--- src/rtl/hazard_pkg.sv ---
// hazard_pkg: shared scoreboard types, fwd encodings and width helper
// for the ID-stage hazard detection and forwarding controller.
package hazard_pkg;

  localparam int MAX_REG_BITS = 8;

  localparam int FWD_RF  = 0;
  localparam int FWD_EX  = 1;
  localparam int FWD_MEM = 2;
  localparam int FWD_WB  = 3;

  typedef logic [MAX_REG_BITS-1:0] reg_t;

  typedef struct packed {
    logic valid;
    logic wr_en;
    reg_t dest;
    logic is_load;
  } sb_entry_t;

  function automatic int fw_width(input int depth);
    return (depth < 1) ? 1 : $clog2(depth + 1);
  endfunction

endpackage

--- src/rtl/hazard_if.sv ---
// hazard_if: ID-stage request bundle and hazard controller responses.
// master = pipeline side, slave = hazard_ctrl.
interface hazard_if
  import hazard_pkg::*;
#(
  parameter int REG_BITS = 5,
  parameter int DEPTH    = 3,
  parameter int CNT_W    = 16
) ();

  localparam int FW = fw_width(DEPTH);

  logic                id_valid;
  logic [REG_BITS-1:0] id_rs;
  logic [REG_BITS-1:0] id_rt;
  logic                id_uses_rs;
  logic                id_uses_rt;
  logic                id_wr_en;
  logic [REG_BITS-1:0] id_wr_reg;
  logic                id_is_load;
  logic                redirect;

  logic                stall;
  logic                flush;
  logic [FW-1:0]       fwd_a;
  logic [FW-1:0]       fwd_b;
  logic [CNT_W-1:0]    stall_count;
  logic [CNT_W-1:0]    flush_count;

  modport master (
    output id_valid, id_rs, id_rt,
    output id_uses_rs, id_uses_rt,
    output id_wr_en, id_wr_reg,
    output id_is_load, redirect,
    input  stall, flush, fwd_a, fwd_b,
    input  stall_count, flush_count
  );

  modport slave (
    input  id_valid, id_rs, id_rt,
    input  id_uses_rs, id_uses_rt,
    input  id_wr_en, id_wr_reg,
    input  id_is_load, redirect,
    output stall, flush, fwd_a, fwd_b,
    output stall_count, flush_count
  );

endinterface

--- src/rtl/hazard_scoreboard.sv ---
// hazard_scoreboard: DEPTH-entry shift register of in-flight writers.
// kill_i[k] invalidates whatever lands in entry k on this edge.
module hazard_scoreboard
  import hazard_pkg::*;
#(
  parameter int DEPTH = 3
) (
  input  logic                  clk_i,
  input  logic                  rst_i,
  input  sb_entry_t             ins_i,
  input  logic      [DEPTH:1]   kill_i,
  output sb_entry_t [DEPTH:1]   sb_o
);

  sb_entry_t [DEPTH:1] sb_q, sb_d;

  always_comb begin
    sb_d = sb_q;
    sb_d[1] = ins_i;
    for (int k = 2; k <= DEPTH; k++) begin
      sb_d[k] = sb_q[k-1];
    end
    for (int k = 1; k <= DEPTH; k++) begin
      if (kill_i[k]) sb_d[k].valid = 1'b0;
    end
  end

  always_ff @(posedge clk_i) begin
    if (rst_i) sb_q <= '0;
    else       sb_q <= sb_d;
  end

  assign sb_o = sb_q;

endmodule

--- src/rtl/hazard_ctrl.sv ---
// hazard_ctrl: forwarding selects, load-use stall, redirect flush
// and saturating event counters for the instruction in ID.
module hazard_ctrl
  import hazard_pkg::*;
#(
  parameter int REG_BITS       = 5,
  parameter int DEPTH          = 3,
  parameter int LOAD_LAT       = 1,
  parameter int REDIRECT_STAGE = 2,
  parameter int CNT_W          = 16
) (
  input logic     Clk,
  input logic     Rst,
  hazard_if.slave bus
);

  localparam int FW = fw_width(DEPTH);

  sb_entry_t [DEPTH:1] sb;
  sb_entry_t           ins;
  logic [DEPTH:1]      kill;
  logic [FW-1:0]       sel_a, sel_b;
  logic                blk_a, blk_b;
  logic                stall, flush;
  logic [CNT_W-1:0]    stall_cnt_q, stall_cnt_d;
  logic [CNT_W-1:0]    flush_cnt_q, flush_cnt_d;

  function automatic logic hit(
    input sb_entry_t e,
    input logic      uses,
    input reg_t      s
  );
    return uses && (s != '0) && e.valid
        && e.wr_en && (e.dest == s);
  endfunction

  // Scan oldest to youngest so the youngest producer wins.
  always_comb begin
    sel_a = FW'(FWD_RF);
    sel_b = FW'(FWD_RF);
    blk_a = 1'b0;
    blk_b = 1'b0;
    for (int k = DEPTH; k >= 1; k--) begin
      if (hit(sb[k], bus.id_uses_rs,
              reg_t'(bus.id_rs))) begin
        sel_a = FW'(k);
        blk_a = sb[k].is_load && (k <= LOAD_LAT);
      end
      if (hit(sb[k], bus.id_uses_rt,
              reg_t'(bus.id_rt))) begin
        sel_b = FW'(k);
        blk_b = sb[k].is_load && (k <= LOAD_LAT);
      end
    end
  end

  assign flush = !Rst && bus.redirect;
  assign stall = !Rst && bus.id_valid
              && !bus.redirect && (blk_a || blk_b);

  always_comb begin
    ins         = '0;
    ins.valid   = bus.id_valid && !stall && !flush;
    ins.wr_en   = bus.id_wr_en;
    ins.dest    = reg_t'(bus.id_wr_reg);
    ins.is_load = bus.id_is_load;
    kill        = '0;
    for (int k = 1; k <= DEPTH; k++) begin
      kill[k] = flush && (k <= REDIRECT_STAGE);
    end
  end

  hazard_scoreboard #(
    .DEPTH (DEPTH)
  ) u_sb (
    .clk_i  (Clk),
    .rst_i  (Rst),
    .ins_i  (ins),
    .kill_i (kill),
    .sb_o   (sb)
  );

  always_comb begin
    stall_cnt_d = stall_cnt_q;
    flush_cnt_d = flush_cnt_q;
    if (stall && (stall_cnt_q != '1))
      stall_cnt_d = stall_cnt_q + 1'b1;
    if (flush && (flush_cnt_q != '1))
      flush_cnt_d = flush_cnt_q + 1'b1;
  end

  always_ff @(posedge Clk) begin
    if (Rst) begin
      stall_cnt_q <= '0;
      flush_cnt_q <= '0;
    end else begin
      stall_cnt_q <= stall_cnt_d;
      flush_cnt_q <= flush_cnt_d;
    end
  end

  assign bus.stall       = stall;
  assign bus.flush       = flush;
  assign bus.fwd_a       = Rst ? '0 : sel_a;
  assign bus.fwd_b       = Rst ? '0 : sel_b;
  assign bus.stall_count = stall_cnt_q;
  assign bus.flush_count = flush_cnt_q;

endmodule

--- src/flat_wrapper.sv ---
// flat-port wrapper written by rule: the top's interface ports become plain ports
module hazard_ctrl_flat import hazard_pkg::*;
#(
  parameter int REG_BITS       = 5,
  parameter int DEPTH          = 3,
  parameter int LOAD_LAT       = 1,
  parameter int REDIRECT_STAGE = 2,
  parameter int CNT_W          = 16
)
  (Clk, Rst, bus_id_valid, bus_id_rs, bus_id_rt, bus_id_uses_rs, bus_id_uses_rt, bus_id_wr_en, bus_id_wr_reg, bus_id_is_load, bus_redirect, bus_stall, bus_flush, bus_fwd_a, bus_fwd_b, bus_stall_count, bus_flush_count);
  hazard_if #(.REG_BITS(REG_BITS), .DEPTH(DEPTH), .CNT_W(CNT_W)) bus_i ();
  input logic Clk;
  input logic Rst;
  input wire logic [$bits(bus_i.id_valid)-1:0] bus_id_valid;
  input wire logic [$bits(bus_i.id_rs)-1:0] bus_id_rs;
  input wire logic [$bits(bus_i.id_rt)-1:0] bus_id_rt;
  input wire logic [$bits(bus_i.id_uses_rs)-1:0] bus_id_uses_rs;
  input wire logic [$bits(bus_i.id_uses_rt)-1:0] bus_id_uses_rt;
  input wire logic [$bits(bus_i.id_wr_en)-1:0] bus_id_wr_en;
  input wire logic [$bits(bus_i.id_wr_reg)-1:0] bus_id_wr_reg;
  input wire logic [$bits(bus_i.id_is_load)-1:0] bus_id_is_load;
  input wire logic [$bits(bus_i.redirect)-1:0] bus_redirect;
  output wire logic [$bits(bus_i.stall)-1:0] bus_stall;
  output wire logic [$bits(bus_i.flush)-1:0] bus_flush;
  output wire logic [$bits(bus_i.fwd_a)-1:0] bus_fwd_a;
  output wire logic [$bits(bus_i.fwd_b)-1:0] bus_fwd_b;
  output wire logic [$bits(bus_i.stall_count)-1:0] bus_stall_count;
  output wire logic [$bits(bus_i.flush_count)-1:0] bus_flush_count;
  assign bus_i.id_valid = bus_id_valid;
  assign bus_i.id_rs = bus_id_rs;
  assign bus_i.id_rt = bus_id_rt;
  assign bus_i.id_uses_rs = bus_id_uses_rs;
  assign bus_i.id_uses_rt = bus_id_uses_rt;
  assign bus_i.id_wr_en = bus_id_wr_en;
  assign bus_i.id_wr_reg = bus_id_wr_reg;
  assign bus_i.id_is_load = bus_id_is_load;
  assign bus_i.redirect = bus_redirect;
  assign bus_stall = bus_i.stall;
  assign bus_flush = bus_i.flush;
  assign bus_fwd_a = bus_i.fwd_a;
  assign bus_fwd_b = bus_i.fwd_b;
  assign bus_stall_count = bus_i.stall_count;
  assign bus_flush_count = bus_i.flush_count;
  hazard_ctrl #(.REG_BITS(REG_BITS), .DEPTH(DEPTH), .LOAD_LAT(LOAD_LAT), .REDIRECT_STAGE(REDIRECT_STAGE), .CNT_W(CNT_W)) u_core (.Clk(Clk), .Rst(Rst), .bus(bus_i));
endmodule
--- config.mk ---
export PLATFORM = sky130hd
export DESIGN_NAME = hazard_ctrl_flat
export DESIGN_NICKNAME = d
export VERILOG_FILES = /design/src/rtl/hazard_pkg.sv /design/src/rtl/hazard_if.sv /design/src/rtl/hazard_scoreboard.sv /design/src/rtl/hazard_ctrl.sv /design/src/flat_wrapper.sv
export SDC_FILE = /design/constraint.sdc
export NUM_CORES = 1
export LEC_CHECK = 0
export BUFFER_PORTS_ARGS = -buffer_cell sky130_fd_sc_hd__buf_4
export CAP_MARGIN = 10
export CORE_MARGIN = 3
export CORE_UTILIZATION = 45
export CTS_CLUSTER_DIAMETER = 200
export CTS_CLUSTER_SIZE = 40
export DETAILED_ROUTE_END_ITERATION = 7
export HOLD_SLACK_MARGIN = 0.15
export PLACE_DENSITY_LB_ADDON = 0.3
export SLEW_MARGIN = 10
export SYNTH_ARGS = -nofsm -noshare
export SYNTH_HDL_FRONTEND = slang
export SYNTH_SLANG_ARGS = --single-unit
export TNS_END_PERCENT = 100
--- constraint.sdc ---
create_clock -name Clk -period 1.7 [get_ports Clk]
set_input_delay 0.34 -clock Clk [delete_from_list [all_inputs] [get_ports Clk]]
set_output_delay 0.34 -clock Clk [all_outputs]
set_load 0.05 [all_outputs]
==> results.md <==
* Post-synthesis simple-gate area fraction at 0.295
* CTS Buf Count at 5
* Largest family of logic cells by synthesized area: simple AND/OR/NAND/NOR gates
* Vias at 2661
* Fin cells at 488
* PD cells at 584 nW/um^2
* Post-synth EDFFs at 0
* Max Cap Viol at 0
* Global routing's busiest layer: met2
* Arrival time at the worst endpoint at 1870 ps
* Status: complete, but fails checks
* Total of flip-flops plus latches after synthesis at 54
* Dpl cells at 464
* Final Instance Area at 4190 sq um
* Failing checks: negative setup slack
* GR Util met2 at 0.389
* Mux cell area share after synthesis at 0.00380
* GP Congestion at 0.902
* Syn_nets at 321
* Clock latency on the worst-skew pair at 310 ps
* Layout Utilization at 0.752
* Hold_buf cts at 0
* Initial antenna violation count at 0
* # DRC at 0
* Slowest stage delay, CP at 460 ps
* H-tree depth at 2
* Synth warnings at 0
* Initial Util at 0.473
* Clock buffer depth at 2
* Die area at 6810 sq um
* IO buf count at 60
* Final ANT Viol Nets at 0
* Post-synthesis cell type count at 39
* Final HPWL DP at 4.96 mm
* DIE HEIGHT at 82.5 um
* Endpoints failing setup at 21
* Global-route wire length before repair at 12.1 mm
* DRT Wirelength at 7.86 mm
* Worst-path cell chain: xnor2_1, nand4_1, or4_4, a211oi_4, buf_6
* DR vias/cell at 5.45
* Root buf cell: clkbuf_8
* Fmax at 452 MHz
* CP Capture Type: output pin
* Met1 usage at 0.293
* Mapped Cells at 296
* Compound-Gate Fraction of Synth Area at 0.123
* Fin nets at 440
* Area growth, synth to finish at 59.1%
* Most frequent cells in the layout: buf_4, nor2b_1, nor2_1
* Post-Synth Adder-Cell Area at 0.00950
* Critical Path RT at 1360 ps
* DP Worst Slack at -546 ps
* Most common cell after layout, fill and taps aside: buf_4
* Worst setup margin at -514 ps
* Critical path class: flop to output pin
* Worst VDD drop at 0.395 mV
* Vias in the first global route at 2504
* Initial drt markers at 82
* Slew Viols, Final at 0
* Tcrit/Tclk final at 1.30
* Slowest stage cell, crit path: or4_4
* GRT overflow at 0
* CTS clk-pin slew, worst paths at 100 ps
* Site row count at 27
* Total Power at 2.45 mW
* CP max FO at 2
* Fin crit period at 2210 ps
* Pin count of the biggest net entering global routing at 28
* Worst hold path class: primary input to flop
* Top_reg_cell synth: dfxtp_1
* Headroom to the max-slew limit at 0.652
* RSZ-0062 raised after global routing: true
* Chip width at 82.5 um
* # diodes at 0
* Final hold vios at 0
* Avg Cell Area, Syn at 8.90 sq um
* M3 GR Usage at 0.0456
* Overall global routing resource usage at 0.232
* Pleak at 1.65 nW
* Startpoint types: flop
* CTS tree: built
* Worst-margin pin slew at 517 ps
* Share of layout cells above drive strength 1 at 0.526
* DRT Pass-1 Iters at 4
* Clock skew at 5.18 ps
* Ports at 61
* Synth async-reset ratio at 0
* Placed Area at 3640 sq um
* Cell Area, Synth at 2630 sq um
* Xor/xnor cell area share of the yosys netlist at 0.136
* Sequential share of the synthesized area at 0.410
* Clk sinks at 54
* Core area at 5570 sq um
* Drt wl/cell at 16.1 um
[layer usage]
metal / wire length [um] / up-vias
met2: 3960 / 78
li1: - / 1302
met4: 182 / 0
met5: 0 / -
met1: 3320 / 1263
met3: 392 / 18
[registers in the layout, summed over array words and instances, names as in the netlist]
| name | count |
|---|---|
| u_core.bus.flush_count | 16 |
| u_core.bus.stall_count | 16 |
| u_core.u_sb.sb_o | 22 |
[synthesized netlist by cell type (2+ instances only)]
cell      instances  area share
o31ai_1           6       0.017
nor2b_1          23       0.055
ha_1              2      0.0095
and2_1            2      0.0047
and3_1            5       0.012
or4_1             8       0.023
xnor2_1          31        0.10
a21oi_1          19       0.036
inv_1             6      0.0086
nor3_1            6       0.011
a21o_1            2      0.0057
clkbuf_1          7       0.010
nand4_1          15       0.036
nor3_4            2       0.012
and4_1            2      0.0067
dfxtp_1          54        0.41
nand3_1          18       0.034
or3_1            10       0.024
o21ai_0          12       0.023
nor3b_1           3      0.0086
o21ai_2           2      0.0067
nor2_1           23       0.033
nand2_1          12       0.017
xor2_1           10       0.033
nor4_1            2      0.0047
[path summary, 6_finish.rpt]
path | from | end | slack (ps) | cells after the start
worst max register to register | u_core.u_sb.sb_o[4]$_SDFF_PP0_ | u_core.bus.stall_count[12]$_SDFFE_PP0P_ | -360 | 8
worst max-delay path | u_core.u_sb.sb_o[26]$_SDFF_PP0_ | bus_fwd_b[1] | -510 | 5
worst min-delay path | bus_id_wr_reg[4] | u_core.u_sb.sb_o[5]$_SDFF_PP0_ | 230 | 2
worst min register to register | u_core.bus.stall_count[11]$_SDFFE_PP0P_ | u_core.bus.stall_count[11]$_SDFFE_PP0P_ | 500 | 2
[cell type report]
cell class | count | area, sq um
tap | 72 | 90.1
fill | 383 | 1380
inverter | 6 | 22.5
clock inverter | 2 | 17.5
multi-input combinational | 228 | 1810
sequential | 54 | 1170
clock buffer | 6 | 93.8
timing repair buffer | 120 | 987
[power breakdown]
| part | internal, mW | total (mW) | switching, mW |
|---|---|---|---|
| registers | 1.27 | 1.30 | 0.0308 |
| clock network | 0.391 | 0.847 | 0.456 |
| logic | 0.160 | 0.306 | 0.146 |
[kinds of logic (layout without fill, tap and decap cells)]
| group | after synthesis | in the layout |
|---|---|---|
| mux | 1 | 1 |
| simple gates | 135 | 135 |
| xor+xnor | 41 | 41 |
| flops | 54 | 54 |
| compound gates | 49 | 49 |
| fa+ha+maj | 2 | 2 |
| buf+inv | 14 | 134 |
[through the flow]
stage / setup TNS, ps / hold slack, ps
2_1_floorplan: -2170 / 416
3_3_place_gp: -8020 / 470
3_5_place_dp: -8840 / 478
4_1_cts: -6010 / 226
5_1_grt: -9070 / 221
6_report: -6670 / 231
[worst max-delay path, delay by kind of cell (launching register included)]
kind / cells / cell delay [ps]
AND/OR/NAND/NOR: 2 / 610
buffers and inverters: 1 / 180
AO/OA/AOI/OAI: 1 / 250
flip-flops: 1 / 360
XOR/XNOR: 1 / 160
[what timing repair did]
action                     in CTS  in global routing
resized for setup              43                 27
setup endpoints to repair      21                 25
pin swaps                      31                 15
setup buffers                  14                  2
Power figures use the tool's default switching activity.
